### config.mk
export PLATFORM = sky130hd
export DESIGN_NAME = peak_tracker
export DESIGN_NICKNAME = d
export VERILOG_FILES = /design/src/rtl/peak_tracker.sv
export SDC_FILE = /design/constraint.sdc
export NUM_CORES = 1
export LEC_CHECK = 0
export ABC_AREA = 1
export BUFFER_PORTS_ARGS = -buffer_cell sky130_fd_sc_hd__buf_4
export CORE_MARGIN = 4
export CORE_UTILIZATION = 30
export DETAILED_ROUTE_END_ITERATION = 10
export PLACE_DENSITY_LB_ADDON = 0.12
export SLEW_MARGIN = 10
export SYNTH_ARGS = -nofsm -noshare
export SYNTH_HDL_FRONTEND = slang
export SYNTH_SLANG_ARGS = --single-unit
export TNS_END_PERCENT = 50
### constraint.sdc
create_clock -name clk -period 1.4 [get_ports clk]
set_input_delay 0.14 -clock clk [delete_from_list [all_inputs] [get_ports clk]]
set_output_delay 0.14 -clock clk [all_outputs]
set_load 0.02 [all_outputs]
### src/rtl/peak_tracker.sv
// peak_tracker: sweep peak detector for the ADC path.
// Tracks the largest sample of a sweep (compared on the upper bits only,
// with optional hysteresis), the sweep position where it occurred and the
// number of accepted samples, then reports completion with DONE and
// RESULT_VALID. Every output comes straight from a flop.
module peak_tracker #(
  parameter int DATA_W  = 12,
  parameter int CMP_LSB = 6,
  parameter int POS_W   = 8,
  parameter int HYST    = 0
) (
  input  logic              clk,
  input  logic              rst_n,
  input  logic              start,
  input  logic              sample_valid,
  input  logic [DATA_W-1:0] sample,
  input  logic [POS_W-1:0]  pos,
  input  logic              sweep_end,
  output logic              busy,
  output logic              gt,
  output logic [DATA_W-1:0] max_val,
  output logic [POS_W-1:0]  max_pos,
  output logic [POS_W-1:0]  n_samples,
  output logic              done,
  output logic              result_valid
);

  // Width of the compared (truncated) part of a sample.
  localparam int TW = DATA_W - CMP_LSB;
  // Hysteresis widened by one bit so the threshold sum can never wrap.
  localparam logic [TW:0] HYST_EXT = (TW+1)'(HYST);

  typedef enum logic [1:0] {
    ST_IDLE  = 2'd0,
    ST_SWEEP = 2'd1,
    ST_HOLD  = 2'd2
  } state_e;

  // Counter increment that sticks at all-ones instead of wrapping.
  function automatic logic [POS_W-1:0] sat_inc(input logic [POS_W-1:0] v);
    logic [POS_W-1:0] r;
    if (v == {POS_W{1'b1}}) begin
      r = v;
    end else begin
      r = v + POS_W'(1);
    end
    return r;
  endfunction

  state_e              state_q, state_d;
  logic                busy_q, busy_d;
  logic                gt_q, gt_d;
  logic [DATA_W-1:0]   max_val_q, max_val_d;
  logic [POS_W-1:0]    max_pos_q, max_pos_d;
  logic [POS_W-1:0]    n_samples_q, n_samples_d;
  logic                done_q, done_d;
  logic                result_valid_q, result_valid_d;
  logic                first_q, first_d;

  logic [TW:0]         threshold_s;
  logic [TW:0]         sample_cmp_s;
  logic                above_s;

  // Truncated comparison: sample must strictly exceed stored max plus hysteresis.
  always_comb begin
    threshold_s  = {1'b0, max_val_q[DATA_W-1:CMP_LSB]} + HYST_EXT;
    sample_cmp_s = {1'b0, sample[DATA_W-1:CMP_LSB]};
    above_s      = (sample_cmp_s > threshold_s);
  end

  // Next-state and next-output computation for the sweep controller.
  always_comb begin
    state_d        = state_q;
    busy_d         = busy_q;
    gt_d           = 1'b0;
    max_val_d      = max_val_q;
    max_pos_d      = max_pos_q;
    n_samples_d    = n_samples_q;
    done_d         = 1'b0;
    result_valid_d = result_valid_q;
    first_d        = first_q;

    if (start) begin
      // START wins in every state: clear results and (re)begin a sweep,
      // discarding any sample presented on the same edge.
      state_d        = ST_SWEEP;
      busy_d         = 1'b1;
      max_val_d      = {DATA_W{1'b0}};
      max_pos_d      = {POS_W{1'b0}};
      n_samples_d    = {POS_W{1'b0}};
      result_valid_d = 1'b0;
      first_d        = 1'b1;
    end else begin
      case (state_q)
        ST_IDLE: begin
          // Samples and sweep ends are ignored until a START arrives.
          state_d = ST_IDLE;
        end
        ST_SWEEP: begin
          if (sample_valid) begin
            n_samples_d = sat_inc(n_samples_q);
            if (first_q || above_s) begin
              // Strict compare means ties keep the earlier position.
              max_val_d = sample;
              max_pos_d = pos;
              gt_d      = 1'b1;
              first_d   = 1'b0;
            end else begin
              max_val_d = max_val_q;
              max_pos_d = max_pos_q;
            end
          end else begin
            n_samples_d = n_samples_q;
          end
          if (sweep_end) begin
            // A sample on the same edge has already been folded in above.
            state_d        = ST_HOLD;
            busy_d         = 1'b0;
            done_d         = 1'b1;
            result_valid_d = 1'b1;
          end else begin
            state_d = ST_SWEEP;
          end
        end
        ST_HOLD: begin
          // Results are frozen until the next START.
          state_d = ST_HOLD;
        end
        default: begin
          state_d        = ST_IDLE;
          busy_d         = 1'b0;
          result_valid_d = 1'b0;
        end
      endcase
    end
  end

  // State and output registers with synchronous active-low reset.
  always_ff @(posedge clk) begin
    if (!rst_n) begin
      state_q        <= ST_IDLE;
      busy_q         <= 1'b0;
      gt_q           <= 1'b0;
      max_val_q      <= {DATA_W{1'b0}};
      max_pos_q      <= {POS_W{1'b0}};
      n_samples_q    <= {POS_W{1'b0}};
      done_q         <= 1'b0;
      result_valid_q <= 1'b0;
      first_q        <= 1'b0;
    end else begin
      state_q        <= state_d;
      busy_q         <= busy_d;
      gt_q           <= gt_d;
      max_val_q      <= max_val_d;
      max_pos_q      <= max_pos_d;
      n_samples_q    <= n_samples_d;
      done_q         <= done_d;
      result_valid_q <= result_valid_d;
      first_q        <= first_d;
    end
  end

  assign busy         = busy_q;
  assign gt           = gt_q;
  assign max_val      = max_val_q;
  assign max_pos      = max_pos_q;
  assign n_samples    = n_samples_q;
  assign done         = done_q;
  assign result_valid = result_valid_q;

endmodule

Yosys cells after proc, flatten, opt, wreduce, memory -nomap -nowiden
Index checks and enable logic that the tools add are counted.
W data, S select, Z words.
{ "classes": {"n_bitwise": 5, "n_lt_le_gt_ge": 1, "n_eq_ne": 6, "shifts": 0, "n_mux": 14, "n_mul": 0, "n_addsub": 1, "div_mod_pow": 0, "n_reduce_logical": 14} }
{ "ops": {"columns": ["op", "count"], "rows": [
  ["$mux W1", 10],
  ["$reduce_and A3 Y1", 3],
  ["$add A8 B1 Y8 const B", 1],
  ["$eq A8 B8 Y1 const B", 1],
  ["$gt A6 B6 Y1", 1],
  ["$reduce_bool A2 Y1", 3],
  ["$not A1 Y1", 5],
  ["$pmux W1 S2", 2],
  ["$pmux W2 S2", 1],
  ["$reduce_and A2 Y1", 2],
  ["$reduce_or A2 Y1", 2],
  ["$reduce_or A4 Y1", 1],
  ["$ne A3 B3 Y1 const B", 1],
  ["$reduce_or A3 Y1", 1],
  ["$eq A2 B1 Y1 const B", 1],
  ["$eq A2 B2 Y1 const B", 1],
  ["$logic_not A2 Y1", 1],
  ["$mux W2", 1],
  ["$ne A2 B1 Y1 const B", 1],
  ["$ne A2 B2 Y1 const B", 1],
  ["$logic_or A1 B1 Y1", 1]
]} }
{ "totals": {"n_memories": 0, "reg_bits": 35, "ramBits": 0, "latchBits": 0, "input_bits": 25, "word_cells": 51, "output_inout_bits": 32, "romBits": 0} }

Longest topological paths before layout
{ "depth": {"depth_word": 6, "depth_mapped": 13, "depth_no_buf": 12} }

Worst setup path before layout
Ideal clock, no wire load.
{ "synth_timing": {"path_type": "register to register", "start": "register max_val_q[11], in the netlist max_val[11]", "end": "register max_val_q[6], in the netlist max_val[6]", "slack_ns": -0.220, "t_arrival_ns": 1.505, "n_path_buf": 1, "setup_ns": 0.115, "synth_period_minus_slack_ns": 1.620, "t_required_ns": 1.285, "path_stages_with_launch": 13, "path_cell_list": "dfxtp_1 -> inv_1 -> ha_1 -> nand2_1 -> nor2_2 -> nand2_1 -> nand3_2 -> nand2_2 -> nand2_4 -> buf_8 -> nand3_2 -> nand2_1 -> nor2_1"} }
{ "synth_between": {"elab_chain_cells": 3} }
{ "synth_lines": {"columns": ["item", "line", "text"], "rows": [
  ["start: declaration", "53", "logic [DATA_W-1:0] max_val_q, max_val_d;"],
  ["start signal: assignment", "144", "max_val_q <= {DATA_W{1'b0}};"],
  ["start signal: assignment", "154", "max_val_q <= max_val_d;"],
  ["$gt A6 B6 Y1", "68", "above_s = (sample_cmp_s > threshold_s);"],
  ["$logic_or A1 B1 Y1", "102", "if (first_q || above_s) begin"],
  ["$reduce_and A3 Y1 (no source line)", null, null]
]} }
No other way between the ends.
A chain may end at the register's enable or synchronous reset.

Worst setup path after layout
{ "layout_timing": {"start": "register max_val_q[11], in the netlist max_val[11]", "end": "register max_val_q[11], in the netlist max_val[11]"} }
Same word-level chain as after synthesis.

==> impl_summary.md <==
Logic synthesis
The flip-flop cell with the highest count after synthesis is sky130_fd_sc_hd__dfxtp_1. After synthesis, the most frequently instantiated cells are 48 x sky130_fd_sc_hd__nand2_1, 43 x sky130_fd_sc_hd__inv_1, 35 x sky130_fd_sc_hd__dfxtp_1. After synthesis, the mean cell area works out to 7.23 µm². The sequential-to-total area share from yosys stat is 38.5%. After synthesis the cells add up to 1820 µm². The share of async-settable or async-resettable flops after synthesis is 0%. The area share of the largest cell type after synthesis is 38.5%. Yosys printed 0 warnings.

Among all cell types in the netlist, the one instantiated most often is sky130_fd_sc_hd__nand2_1. The number of nets produced by synthesis is 287. In this run, synthesis produced a sequential element count of 35. The top cell type by total area after synthesis is sky130_fd_sc_hd__dfxtp_1.

The number of different library cells used by synthesis comes to 21. The cell count after synthesis came out at 252. The number of flops mapped to enable cells by yosys is 0. Ranked by total cell area, the synthesized netlist is headed by sky130_fd_sc_hd__dfxtp_1 38%, sky130_fd_sc_hd__nand2_1 9.9%, sky130_fd_sc_hd__inv_1 8.9%.

Final layout
The net count reported at finish is 361. Once layout is done, the placed cells without fillers occupy 2900 µm². The share of the core filled with cells in the final layout is 48.9%. The area of all sequential standard cells is 721 µm². The repair_antennas step left the layout with diodes totalling 0. The post-route netlist has 45.9% of its cells at a drive strength greater than 1. The area overhead of the layout relative to synthesis is 59.1%.

Summing all multi-input logic gate instances after layout gives 1120 µm². The layout has 605 filler cells.

STA
Setup repair after global routing could not meet its margin everywhere. The slew at the pin with the worst max-slew slack is 0.338 ns. The final critical path time including I/O delays and setup is 1.57 ns.

The number of endpoints with negative hold slack in the final report is 0. Setup violations remaining at the end of the flow were counted as 21. In the finished design, the share of the clock period the worst path needs comes to 112%. The number of max-slew violations in the final report is 0.

Clock skew on the completed layout was measured at 0.00587 ns. Based on the critical path, the design can be clocked at up to 638 MHz. The worst slew margin relative to its limit is 77.5%. The worst setup slack after layout is -0.167 ns.

Global routing
The largest net degree at the start of global routing is 22. Global routing consumed, over all layers together, 12.4% of the routing resources. The first global-routing pass estimated 7420 µm of wire. For this run the aggregate overflow at the end of global routing stands at 0. The number of antenna violations at the first check in global routing is 0.

The number of global-route vias before repair was 1,729.

Route
Once detail routing completed, the nets flagged for antenna violations numbered 0. For this block, the initial DRC count from the detailed router was 59. The vias after detailed routing is 1,736. The detailed-route DRC error count is 0.

The length of the first detailed-routing pass in iterations is 4. The routed wirelength normalized by instance count is 11.1 µm. The routed length on met2 is 2130 µm. The final wirelength is 4460 µm. The highest routed metal layer is met4.

The routed metal-1 wirelength is 2050 µm. The via density per instance is 4.32. After detailed routing, the met3 layer carries 238 µm of wire.

Clock network
The clock passes through at most 2 buffers. The master cell of the clock root buffer is sky130_fd_sc_hd__clkbuf_8. The CTS buffer count is 5. The clock net sink count is 35. The H-tree depth is 2. The clock reaches the later pin of the worst-skew pair after 0.28 ns. The clock tree from TritonCTS is yes. The register clock-pin slew on the reported worst setup and hold paths is 0.07 ns.

Power and ir drop
The leakage power is 0.00126 µW. The power per cell area is 809 nW/µm². IR analysis of the VDD net gives a maximum drop of 349 µV. The post-layout total power is 2350 µW.

Placement
At the placement stage, the worst setup path has a slack of -0.134 ns. Once placement finished, the instance area stood at 2620 µm². The detailed placer's ending HPWL is 3230 µm. The count of buffers from port buffering is 56. The congestion estimate from routability-driven global placement came to 0.773.

Outcome
The checks that failed: setup timing. The run finished, with violations left.

Worst setup path
The worst setup path is launched from a flop. The top fanout value on the critical path is 8. The path type of the worst setup path is reg -> reg. The critical path's most frequent cell is sky130_fd_sc_hd__nand2_4. For this run, the slowest stage of the critical path takes 0.35 ns. Data arrives at the worst endpoint at 1.75 ns.

The number of logic stages on the critical path including buffering is 10. The end of the worst register-to-register path is max_val[11]. The launch instance of the worst register-to-register path is max_val[11]. For the worst flop-to-flop path, the logic depth is 10. Counting both buffers and inverters, the worst setup path holds a total of 2. The cell type group with the largest total delay on the critical path is simple AND/OR/NAND/NOR gates.

The critical path goes through inv_2 > ha_4 > nand2_4 > nor2_4 > nand3_2 > nand2_4 > nand2_8 > clkbuf_16 > a21oi_2 > nor2_1. STA puts the critical path data required time at 1.58 ns. In this run the register-to-register setup slack is -0.17 ns. The sort of element at the end of the critical path is a flop. The cell with the largest stage delay on the worst path is sky130_fd_sc_hd__dfxtp_4.

Die
The die area is 7380 µm². The number of top-level pins is 57. The floorplan step set the die width to 85.9 µm. The height of the die is 85.9 µm. For this configuration, the core starts out at a cell density of 30.8%. The number of placement rows is 28. The area inside the core boundary is 5920 µm².

Min path
The class of the most critical hold timing path is in -> reg. The startpoint identified for the worst hold timing path is rst_n. Counting instances, the worst hold path has a depth of 3.

The path with the worst hold slack has its endpoint at state_q[0].

Run
The total of max-cap violations is 0.
-- area by class of cell --
type                    instances  share of cell area (%)
inverters                      45                    5.83
clock buffers                   8                    3.45
repair buffers                 77                    23.9
multi-input cells             162                    38.7
well taps                      75                    3.24
flip-flops and latches         35                    24.9
-- worst max path at each step --
stage,startpoint,to
after CTS,max_val[9],max_pos[5]
final,max_val[11],max_val[11]
after floorplan,max_val[9],max_val[6]
after global placement,max_val[9],max_pos[0]
after global routing,max_val[11],max_val[11]
after detailed placement,max_val[9],max_pos[5]
-- timing repair --
action                     4_1_cts  5_1_grt
hold buffers                     0        0
setup endpoints to repair       22       29
gates cloned                     0        3
resized for setup                1       17
buffers inserted                 0        0
pin swaps                        0       10
-- through the flow --
step / hold slack (ns) / cells / TNS [ns]
final: 0.111 / 402 / -2.98
after global routing: 0.113 / 402 / -4.88
after CTS: 0.102 / 399 / -2.87
after detailed placement: 0.405 / 391 / -2.38
after global placement: 0.397 / 391 / -2.04
after floorplan: 0.268 / 252 / -2.03
-- state kept, by name, summed over array words and instances, names as in the netlist --
name          flops
max_val          12
gt                1
first_q           1
busy              1
n_samples         8
state_q           2
done              1
max_pos           8
result_valid      1
-- metal layers --
metal  vias to the layer above  global-route usage, %
li1                        932                      -
met4                         0                   3.88
met2                        29                   20.5
met5                         -                      0
met1                       771                   14.9
met3                         4                   4.42
-- placed cells by master (no fill, tap or decap), types with 4 or more instances in the layout --
master                     Yosys  routed
sky130_fd_sc_hd__ha_1         10       4
sky130_fd_sc_hd__inv_1        43      38
sky130_fd_sc_hd__nand3_1      17      12
sky130_fd_sc_hd__ha_4          0       6
sky130_fd_sc_hd__nand3_2      10      15
sky130_fd_sc_hd__nand2_1      48      45
sky130_fd_sc_hd__a21oi_4       0       4
sky130_fd_sc_hd__nor2_1       27      27
sky130_fd_sc_hd__a21oi_1      32      13
sky130_fd_sc_hd__o21ai_1       4       4
sky130_fd_sc_hd__dfxtp_1      35      29
sky130_fd_sc_hd__buf_12        0       5
sky130_fd_sc_hd__clkbuf_8      0       7
sky130_fd_sc_hd__dfxtp_4       0       5
sky130_fd_sc_hd__a21oi_2       2      17
sky130_fd_sc_hd__buf_4         0      69
sky130_fd_sc_hd__inv_2         2       7
-- logic make-up (layout without fill, tap and decap cells) --
| kind of cell | count (synthesis) | count (layout) | synth area share, % |
|---|---|---|---|
| simple gates | 111 | 111 | 29.0 |
| buf+inv | 55 | 130 | 13.6 |
| compound gates | 39 | 39 | 11.1 |
| flops | 35 | 35 | 38.5 |
| fa+ha+maj | 10 | 10 | 6.87 |
| xor+xnor | 2 | 2 | 0.962 |
-- where the power goes --
group | switching (µW) | total [µW] | internal [µW]
combinational | 247 | 499 | 251
clock | 373 | 822 | 450
sequential | 14.5 | 1020 | 1010
total | 635 | 2350 | 1710
-- worst min-delay path, delay by kind of cell --
kind,cells,cell delay [ns]
compound gates,1,0.10
buf+inv,2,0.12
No activity file was read; power rests on OpenSTA's default activity.
